<file path="src/rtl/div_pkg.sv">
// Shared definitions for the MD-unit sequential divider: FSM encoding,
// fixed latency used by the stall logic, and the divide-by-zero fill value.
package div_pkg;

    typedef enum logic [1:0] {
        S_IDLE = 2'd0,
        S_PREP = 2'd1,
        S_ITER = 2'd2,
        S_FIX  = 2'd3
    } div_state_t;

    // Width of the pipeline's MD unit datapath.
    localparam int DIV_WIDTH = 32;

    // Cycles from the start-accept cycle to the done cycle (PREP + ITER + FIX + 1).
    localparam int LATENCY = DIV_WIDTH + 3;

    // Divide-by-zero quotient is this bit replicated across the result width.
    localparam logic DBZ_QUO_BIT = 1'b1;

    // Latency for a divider of arbitrary width.
    function automatic int div_latency(input int width);
        return width + 3;
    endfunction

endpackage

</file>
<file path="src/rtl/div_step.sv">
// One restoring radix-2 iteration: shift {rem,quo} left, try subtracting the
// divisor, keep the difference only when it does not go negative.
module div_step #(
    parameter int WIDTH = 32
) (
    input  logic [WIDTH-1:0] rem,
    input  logic [WIDTH-1:0] quo,
    input  logic [WIDTH-1:0] divisor,
    output logic [WIDTH-1:0] rem_next,
    output logic [WIDTH-1:0] quo_next
);

    logic [WIDTH:0] shifted;
    logic [WIDTH:0] trial;

    // rem is always below the divisor, so the shifted value is below
    // 2*divisor and the WIDTH+1 bit difference never wraps ambiguously.
    assign shifted  = {rem, quo[WIDTH-1]};
    assign trial    = shifted - {1'b0, divisor};
    assign rem_next = trial[WIDTH] ? shifted[WIDTH-1:0] : trial[WIDTH-1:0];
    assign quo_next = {quo[WIDTH-2:0], ~trial[WIDTH]};

endmodule

</file>
<file path="src/rtl/seq_divider.sv">
// Iterative signed/unsigned restoring divider, one quotient bit per cycle,
// fixed latency of WIDTH+3 cycles from start acceptance to the done pulse.
//
// Handshake: start is taken on a rising clk edge only when busy=0 and
// flush=0; busy is high from the cycle after acceptance until the cycle
// before done; done is a one-cycle pulse with busy=0, and quotient,
// remainder and div_by_zero stay stable until the next done pulse.
module seq_divider
    import div_pkg::*;
#(
    parameter int WIDTH = 32
) (
    input  logic             clk,
    input  logic             reset,
    input  logic             start,
    input  logic             is_signed,
    input  logic             flush,
    input  logic [WIDTH-1:0] a,
    input  logic [WIDTH-1:0] b,
    output logic             busy,
    output logic             done,
    output logic [WIDTH-1:0] quotient,
    output logic [WIDTH-1:0] remainder,
    output logic             div_by_zero
);

    localparam int CNT_W = $clog2(WIDTH + 1);

    div_state_t       state;
    logic [CNT_W-1:0] counter;
    logic [WIDTH-1:0] a_q;
    logic [WIDTH-1:0] rem_r;
    logic [WIDTH-1:0] quo_r;
    logic [WIDTH-1:0] div_r;
    logic             signed_q;
    logic             b_zero_q;
    logic             quo_neg_q;
    logic             rem_neg_q;
    logic [WIDTH-1:0] step_rem;
    logic [WIDTH-1:0] step_quo;

    div_step #(.WIDTH(WIDTH)) u_step (
        .rem      (rem_r),
        .quo      (quo_r),
        .divisor  (div_r),
        .rem_next (step_rem),
        .quo_next (step_quo)
    );

    // Control FSM and datapath registers; flush beats every other request.
    always_ff @(posedge clk or posedge reset) begin
        if (reset) begin
            state       <= S_IDLE;
            counter     <= '0;
            a_q         <= '0;
            rem_r       <= '0;
            quo_r       <= '0;
            div_r       <= '0;
            signed_q    <= 1'b0;
            b_zero_q    <= 1'b0;
            quo_neg_q   <= 1'b0;
            rem_neg_q   <= 1'b0;
            busy        <= 1'b0;
            done        <= 1'b0;
            quotient    <= '0;
            remainder   <= '0;
            div_by_zero <= 1'b0;
        end else if (flush) begin
            state   <= S_IDLE;
            counter <= '0;
            busy    <= 1'b0;
            done    <= 1'b0;
        end else begin
            done <= 1'b0;
            case (state)
                S_IDLE: begin
                    if (start) begin
                        a_q      <= a;
                        quo_r    <= a;
                        div_r    <= b;
                        rem_r    <= '0;
                        signed_q <= is_signed;
                        b_zero_q <= (b == '0);
                        busy     <= 1'b1;
                        state    <= S_PREP;
                    end
                end
                S_PREP: begin
                    // Work on magnitudes; the most negative value maps to
                    // itself, which is its correct unsigned magnitude.
                    quo_neg_q <= signed_q & (quo_r[WIDTH-1] ^ div_r[WIDTH-1]);
                    rem_neg_q <= signed_q & quo_r[WIDTH-1];
                    if (signed_q && quo_r[WIDTH-1]) quo_r <= -quo_r;
                    if (signed_q && div_r[WIDTH-1]) div_r <= -div_r;
                    rem_r   <= '0;
                    counter <= CNT_W'(WIDTH);
                    state   <= S_ITER;
                end
                S_ITER: begin
                    rem_r   <= step_rem;
                    quo_r   <= step_quo;
                    counter <= counter - CNT_W'(1);
                    if (counter == CNT_W'(1)) state <= S_FIX;
                end
                S_FIX: begin
                    if (b_zero_q) begin
                        quotient    <= {WIDTH{DBZ_QUO_BIT}};
                        remainder   <= a_q;
                        div_by_zero <= 1'b1;
                    end else begin
                        quotient    <= quo_neg_q ? -quo_r : quo_r;
                        remainder   <= rem_neg_q ? -rem_r : rem_r;
                        div_by_zero <= 1'b0;
                    end
                    busy  <= 1'b0;
                    done  <= 1'b1;
                    state <= S_IDLE;
                end
                default: state <= S_IDLE;
            endcase
        end
    end

endmodule
</file>
<file path="config.mk">
export PLATFORM = sky130hd
export DESIGN_NAME = seq_divider
export DESIGN_NICKNAME = d
export VERILOG_FILES = /design/src/rtl/div_pkg.sv /design/src/rtl/div_step.sv /design/src/rtl/seq_divider.sv
export SDC_FILE = /design/constraint.sdc
export NUM_CORES = 1
export LEC_CHECK = 0
export ABC_AREA = 1
export CAP_MARGIN = 20
export CORE_MARGIN = 5
export CORE_UTILIZATION = 40
export DETAILED_ROUTE_END_ITERATION = 8
export PLACE_DENSITY = 0.63
export SLEW_MARGIN = 0
export SYNTH_ARGS = -nofsm -noshare
export SYNTH_HDL_FRONTEND = slang
export SYNTH_SLANG_ARGS = --single-unit
</file>
<file path="constraint.sdc">
create_clock -name clk -period 11.1 [get_ports clk]
set_clock_uncertainty 0.2 [all_clocks]
set_input_delay 2.22 -clock clk [delete_from_list [all_inputs] [get_ports clk]]
set_output_delay 2.22 -clock clk [all_outputs]
set_load 0.05 [all_outputs]
</file>
* Word level (Yosys, flattened, before mapping)
Index checks and enable logic that the tools add are counted.
Storage, ports and cells: register bits 207, output and inout bits 67
Operators by class: $add $sub $neg 5, equality and inequality tests 9, mux-type cells 25, bitwise operators 5, reductions and logical operators 16
Operator list (count):
- two-way mux 32 bit | 10
- case mux 32 bit (3 select lines) | 2
- negator 32 bit | 3
- case mux 32 bit (2 select lines) | 1
- subtractor 33 x 32 -> 33 bit | 1
- logical NOT 32 bit | 1
- case mux 6 bit (2 select lines) | 1
- nonzero test 3 bit | 3
- case mux 2 bit (4 select lines) | 1
- AND reduction 2 bit | 4
- AND reduction 4 bit | 2
- == test 6 x 1 -> 1 bit, second input constant | 1
- two-way mux 2 bit | 3
- two-way mux 6 bit | 1
- inequality test 2 bit, second input constant | 3
- inequality test 3 bit, second input constant | 2
- AND reduction 3 bit | 2
- subtractor 6 x 1 -> 6 bit, second input constant | 1
- two-way mux 1 bit | 5
- == test 2 bit, second input constant | 2
- bitwise AND 1 bit | 2
- == test 2 x 1 -> 1 bit, second input constant | 1
- logical AND 1 bit | 2
- logical NOT 2 bit | 1
- other kinds (4) | 5

* Longest topological paths before layout
Gate-level depths: netlist of run 1.
depth in word-level cells 4, gate-level depth with buffers 18, mapped depth without buffers 17

* Hierarchy
Synthesis of run 1 repeated with hierarchy kept, for this count alone.
Unflattened totals: cell total of the unflattened synthesis 2367, area, all modules 15484.9 µm²
By module, submodules not included:
- seq_divider | times used 1, cells an instance 1653, area an instance 12089.1 µm²
- div_step | times used 1, cells an instance 714, area an instance 3395.8 µm²

* Worst setup path after synthesis of run 1
OpenSTA, ideal clock, no wires.
path type input port to flip-flop, from input port start, to register div_r[6], setup time 138 ps, arrival 3242 ps, data required time 10762 ps, setup slack 7520 ps, cell stages on the path 9, buffers on the path 1, path through nor2_1 > inv_1 > nand3_2 > inv_2 > nand2_2 > clkinv_1 > buf_2 > nand2_1 > o221ai_1
Between the ends: longest elaborated chain between the ends 2
Ends and longest elaborated chain:
- start: declaration | RTL line seq_divider.sv:15 | input logic start,
- inequality test 2 bit (no source line)
- AND reduction 4 bit (no source line)
- end signal: assignment | RTL line seq_divider.sv:94 | if (signed_q && div_r[WIDTH-1]) div_r <= -div_r;
- end: declaration | RTL line seq_divider.sv:34 | logic [WIDTH-1:0] div_r;
Every way passes these cells. A chain may end at the register's enable or synchronous reset.

* Worst setup path in the final report of run 1
from input port flush, to register quotient[24]
Between the ends: longest elaborated chain between the ends 2
Ends and longest elaborated chain:
- start: declaration | RTL line seq_divider.sv:17 | input logic flush,
- inverter 1 bit (no source line)
- AND reduction 2 bit (no source line)
- end signal: assignment | RTL line seq_divider.sv:107 | quotient <= {WIDTH{DBZ_QUO_BIT}};
- end signal: assignment | RTL line seq_divider.sv:111 | quotient <= quo_neg_q ? -quo_r : quo_r;
- end: declaration | RTL line seq_divider.sv:22 | output logic [WIDTH-1:0] quotient,
Every way passes these cells.

==> flow_metrics.tcl, run 1 <==
set metrics [dict create \
    outcome "finished, final reports clean" \
    portBuffers 135 \
    grt_overflow_total 0 \
    hold_ws_ns 0.278 \
    max_freq_ghz 0.211 \
    period_needed_ns 4.75 \
    report.final.slew_viol_count 0 \
    num_rows 70 \
    cp_max_fo 43 \
    grt_util_all_layers_pct 25.0 \
    rr_worst_depth 12 \
    min_from "a_q[18]" \
    rr_startpoint "state[1]" \
    cts_tree "done" \
    die_w_microns 202 \
    setup-tns-final_ns 0 \
    hpwl_microns 40700 \
    rsz0062_at_grt "false" \
    r2r_slack_ns 7.51 \
    fin_area_sq_um 17400 \
    synth-seq-cells 207 \
    seq_area_frac_synth_pct 35.1 \
    post-cts-setup-buffers 0 \
    final_core_utilization_pct 47.6 \
    clock_path_buffers 3 \
    cts_buffers 26 \
    ys.warnings.count 0 \
    drc 0 \
    avgRoutedWirePerCell_microns 18.6 \
    worstPathRequired_ns 11.36 \
    grt_max_degree 138 \
    synthCells 2243 \
    syn_nets 2354 \
    initial_utilization_pct 40.4 \
    avgSynthCellArea_sq_um 6.58 \
    vias 15400 \
    core_area_sq_um 36500 \
    worst_pin_slew_ns 1.08 \
    grt_pass1_vias 14500 \
    slew_headroom_pct 28.1 \
    hold_end "a_q[18]" \
    syn_to_final_growth_pct 17.8 \
    gp_congestion 0.920 \
    grt_pass1_wl_microns 82000 \
    drt_iter0_drc 1193 \
    ctsHoldBuffers 0 \
    setup_viol 0 \
    hp-class "reg -> reg" \
    wl_microns 52800 \
    antenna_found_initial 0 \
    synth_area_sq_um 14800 \
    clock_latency_ns 0.54 \
    h-tree-depth 1 \
    clock-root-buffer "clkbuf_16" \
    worstSetupPathType "in -> reg" \
    ios 136 \
    ant_nets 0 \
    finalHoldViolations 0 \
    dr.pass1.iters 5 \
    die_h_microns 202 \
    drive_gt1_share_pct 4.44 \
    cp_data_arrival_time_ns 5.00 \
    die_area_sq_um 40800 \
    power_density_nw_per_um2 251 \
    leakage_nw 8.65 \
    antenna_cells 0 \
    maxCapViolCount 0 \
    clkTransAtPathRegs_ns 0.06 \
    fin_nets 2458 \
    place_area_sq_um 16500 \
    startpoint_type "primary input" \
    timing.rr.end "div_r[23]" \
    clock-sinks 207 \
    end_kind "flip-flop" \
    whs_path_depth 2 \
    timing.final.crit_share_pct 42.8 \
    synthDistinctLibCells 45 \
    cts_resized 0 \
    vias_per_cell 5.43 \
    ir_drop_mv 0.120 \
]
==> layout by cell type, fill, tap and decap left out, drive strengths merged, types with 13 or more instances in the layout <==
cell type	count
inv	321
o21ai	122
clkdlybuf4s50	135
o22ai	16
o221ai	19
buf	14
nor2	209
nand4	34
a21oi	127
clkbuf	34
nand3	252
ha	41
dfrtp	207
nor3	26
xor2	25
nand2	659
o211ai	37
clkinv	13
xnor2	17
==> power breakdown <==
group          total [mW]  internal (mW)  switching [mW]
logic                2.27          0.676            1.59
registers            1.25           1.03           0.219
clock network       0.852          0.509           0.342
==> cell families (layout without fill, tap and decap cells) <==
family,Yosys count,count (layout),synth area share (%)
AOI/OAI and AO/OA,348,348,13.7
and+or+nand+nor,1207,1207,34.8
DFF,207,207,35.1
xor gates and xnor gates,42,42,2.49
adders and majority gates,42,42,3.61
buffers and inverters,397,520,10.3
==> sequential cells by signal (all words and copies together) (netlist names), 2 cells and up <==
name,cells
quo_r,32
counter,6
remainder,32
a_q,32
div_r,32
rem_r,32
quotient,32
state,2
==> routing by layer <==
layer	routed length, microns	global-route usage [%]	up-vias
li1	-	-	7509
met1	23300	34.3	7253
met2	23800	40.2	526
met3	3310	3.26	93
met4	2390	9.86	0
met5	0	0	-
==> worst max-delay path by stage <==
| stage | slack (ns) | end | depth (start not counted) | start |
|---|---|---|---|---|
| 6_report | 6.35 | quotient[24] | 9 | flush |
| 5_1_grt | 6.19 | quotient[17] | 9 | flush |
| 4_1_cts | 6.37 | quotient[24] | 9 | flush |
| 3_5_place_dp | 5.81 | quotient[15] | 9 | flush |
| 3_3_place_gp | 5.89 | quotient[15] | 9 | flush |
| 2_1_floorplan | 3.03 | a_q[0] | 1 | reset |
==> cell type report <==
class | count | area (sq um)
Sequential cell | 207 | 5180
Clock buffer | 34 | 732
Clock inverter | 13 | 121
Tap cell | 468 | 586
Fill cell | 3786 | 19100
Inverter | 324 | 1220
Multi-Input combinational cell | 1639 | 8070
Timing Repair Buffer | 149 | 1480
==> synth_stat cells, drive strengths merged <==
cell	n	area share, %
nand2	659	17
inv	320	8.1
nand3	252	8.7
nor2	209	5.5
dfrtp	207	35
a21oi	127	4.4
o21ai	122	4.1
clkbuf	50	1.3
ha	41	3.5
o211ai	37	1.9
nand4	34	1.4
nor3	26	0.95
xor2	25	1.5
buf	23	0.81
o221ai	19	1.1
xnor2	17	1.0
o22ai	16	0.68
o21bai	12	0.61
nor4	11	0.47
a21o	5	0.25
and2	5	0.21
or2	5	0.21
clkinv	4	0.10
nand3b	4	0.20
o31ai	3	0.15
a31o	2	0.12
o22a	2	0.12
a221oi	1	0.059
a31oi	1	0.042
and3	1	0.042
fa	1	0.14
nor3b	1	0.051
o32ai	1	0.059
==> through the flow <==
step	total power [mW]	setup WS (ns)	instances
final	4.36	6.35	2834
after global routing	4.66	6.19	2834
after CTS	4.36	6.37	2833
after detailed placement	3.50	5.81	2786
after global placement	3.47	5.89	2786
after floorplan	2.76	3.03	2243
==> critical path, cell delays in order <==
cell and delay [ns]:
clkdlybuf4s50_1 0.63, nor2_4 0.06, buf_4 0.28, inv_2 0.51, nor2_2 0.07, inv_1 0.50
buf_4 0.42, a21oi_1 0.07, a21oi_1 0.19
Power figures use the tool's default switching activity.
==> run 2, diff against run 1 <==
Settings changed: PLACE_DENSITY 0.63 to 0.65.
Clock period 11.1 ns to 4.15 ns, I/O delays scaled along.
==> run 2 against run 1 <==
- critical path depth increased by 8
- clock-buffer cell count rose by 1
- final area up 0.58%
- power grew to 2.7 times the previous value
- final cell count is 0.25% higher
- worst hold slack worse by 0.0033 ns
- sequential power rose to 2.7 times the previous value
- non-clock buffer count increased by 10
- critical endpoint is now rem_r[15]
- largest power group unchanged
- highest routed layer unchanged
==> flow_metrics.tcl, run 2 (same netlist as run 1, synthesis figures left out) <==
set metrics [dict create \
    portBuffers 135 \
    drive_gt1_share_pct 4.80 \
    post-cts-setup-buffers 0 \
    r2r_slack_ns 1.09 \
    clock_path_buffers 3 \
    cp_max_fo 27 \
    rr_worst_depth 17 \
    setup_viol 0 \
    antenna_cells 0 \
    clock-root-buffer "clkbuf_16" \
    hold_ws_ns 0.274 \
    antenna_found_initial 0 \
    min_from "div_by_zero" \
    core_area_sq_um 36500 \
    layout_setup_ws_ns 1.09 \
    grtUsageMet3_pct 2.78 \
    outcome "finished, final reports clean" \
    timing.final.crit_share_pct 73.6 \
    place_ws_ns 1.04 \
    grt.met2_usage_pct 40.9 \
    finalHoldViolations 0 \
    drc 0 \
    grt_util_all_layers_pct 25.4 \
    grt_pass1_vias 15200 \
    leakage_nw 8.70 \
    startpoint_type "flip-flop" \
    slew_headroom_pct 41.6 \
    worst_pin_slew_ns 0.875 \
    drt_iter0_drc 1422 \
    clock-sinks 207 \
    timing.rr.end "rem_r[15]" \
    final_cell_mix "nand2_1 (647), inv_1 (311), nand3_1 (250), dfrtp_1 (207), nor2_1 (195)" \
    dr.pass1.iters 7 \
    max_freq_ghz 0.327 \
    hp-class "reg -> reg" \
    cts_buffers 25 \
    maxCapViolCount 0 \
    initial_utilization_pct 40.4 \
    worstSetupPathType "reg -> reg" \
    power_density_nw_per_um2 673 \
    num_rows 70 \
    rr_startpoint "quo_r[31]" \
    busiest_layer "met2" \
    die_w_microns 202 \
    ant_nets 0 \
    hold_end "div_by_zero" \
    worstPathRequired_ns 4.38 \
    period_needed_ns 3.06 \
    die_area_sq_um 40800 \
    ios 136 \
    h-tree-depth 1 \
    die_h_microns 202 \
    final_common_cell "nand2_1" \
    use_met1_pct 34.9 \
    clock_latency_ns 0.55 \
    vias_per_cell 5.47 \
    ir_drop_mv 0.370 \
    cts_resized 0 \
    clkTransAtPathRegs_ns 0.06 \
    gp_congestion 0.967 \
    syn_to_final_growth_pct 18.5 \
    setup-tns-final_ns 0 \
    vias 15500 \
    end_kind "flip-flop" \
    fin_area_sq_um 17500 \
    grt_max_degree 85 \
    wl_microns 53000 \
    rsz0062_at_grt "false" \
    grt_overflow_total 0 \
    grt_pass1_wl_microns 84100 \
    avgRoutedWirePerCell_microns 18.6 \
    fin_nets 2467 \
    ctsHoldBuffers 0 \
    cp_data_arrival_time_ns 3.28 \
    cts_tree "done" \
    report.final.slew_viol_count 0 \
    hpwl_microns 41000 \
    place_area_sq_um 16600 \
    whs_path_depth 2 \
]
run 2: changes by cell type in the layout (fill, tap and decap cells not counted), moves of 2 or more:
cell        before  now
buf_4           13   21
clkbuf_8         3    8
clkinv_2         9    4
buf_12           0    2
clkbuf_1         4    2
clkbuf_16       27   25
clkinvlp_4       1    3
run 2: layout make-up:
| cell class | instances | area [sq um] |
|---|---|---|
| clock buffer | 35 | 743 |
| multi-input combinational | 1639 | 8070 |
| sequential | 207 | 5180 |
| clock inverter | 9 | 115 |
| tap | 468 | 586 |
| inverter | 324 | 1220 |
| fill | 3744 | 19000 |
| timing repair buffer | 159 | 1580 |
run 2: worst max-delay path by stage:
stage                   start   endpoint  slack (ns)
global route        quo_r[31]  rem_r[15]        0.76
floorplan               reset     a_q[0]        0.43
finish              quo_r[31]  rem_r[15]        1.09
global placement        flush   div_r[6]        1.11
CTS                 quo_r[31]  rem_r[15]        1.10
detailed placement      flush   div_r[6]        1.04
run 2: critical path, stage by stage (launching register included):
cell,delay [ns]
dfrtp_1,0.42
inv_1,0.16
ha_1,0.27
fa_1,0.40
inv_1,0.12
nand2_1,0.06
nand2_1,0.07
nand3_1,0.08
nand2_2,0.11
nand2_2,0.06
nand2_2,0.09
nand2_4,0.07
nand2_2,0.09
nand2_4,0.19
nand2_4,0.31
nand2_1,0.12
nand3_1,0.09
nand2_1,0.05
run 2: power by group:
part	leakage [nW]	switching, mW	internal (mW)
combinational	5.65	4.28	1.86
sequential	2.63	0.582	2.75
clock	0.422	0.926	1.37
run 2: per-layer routing:
| layer | part of all wire [%] | vias up |
|---|---|---|
| li1 | - | 7517 |
| met1 | 44 | 7263 |
| met2 | 45 | 620 |
| met3 | 6.3 | 130 |
| met4 | 5.1 | 0 |
| met5 | 0 | - |
run 2: stage by stage:
stage / util [%] / total power [mW] / cells
after floorplan: - / 7.39 / 2243
after global placement: 45.5 / 9.31 / 2796
after detailed placement: 45.5 / 9.40 / 2796
after CTS: 47.8 / 11.7 / 2840
after global routing: 47.9 / 12.6 / 2841
final: 47.9 / 11.8 / 2841
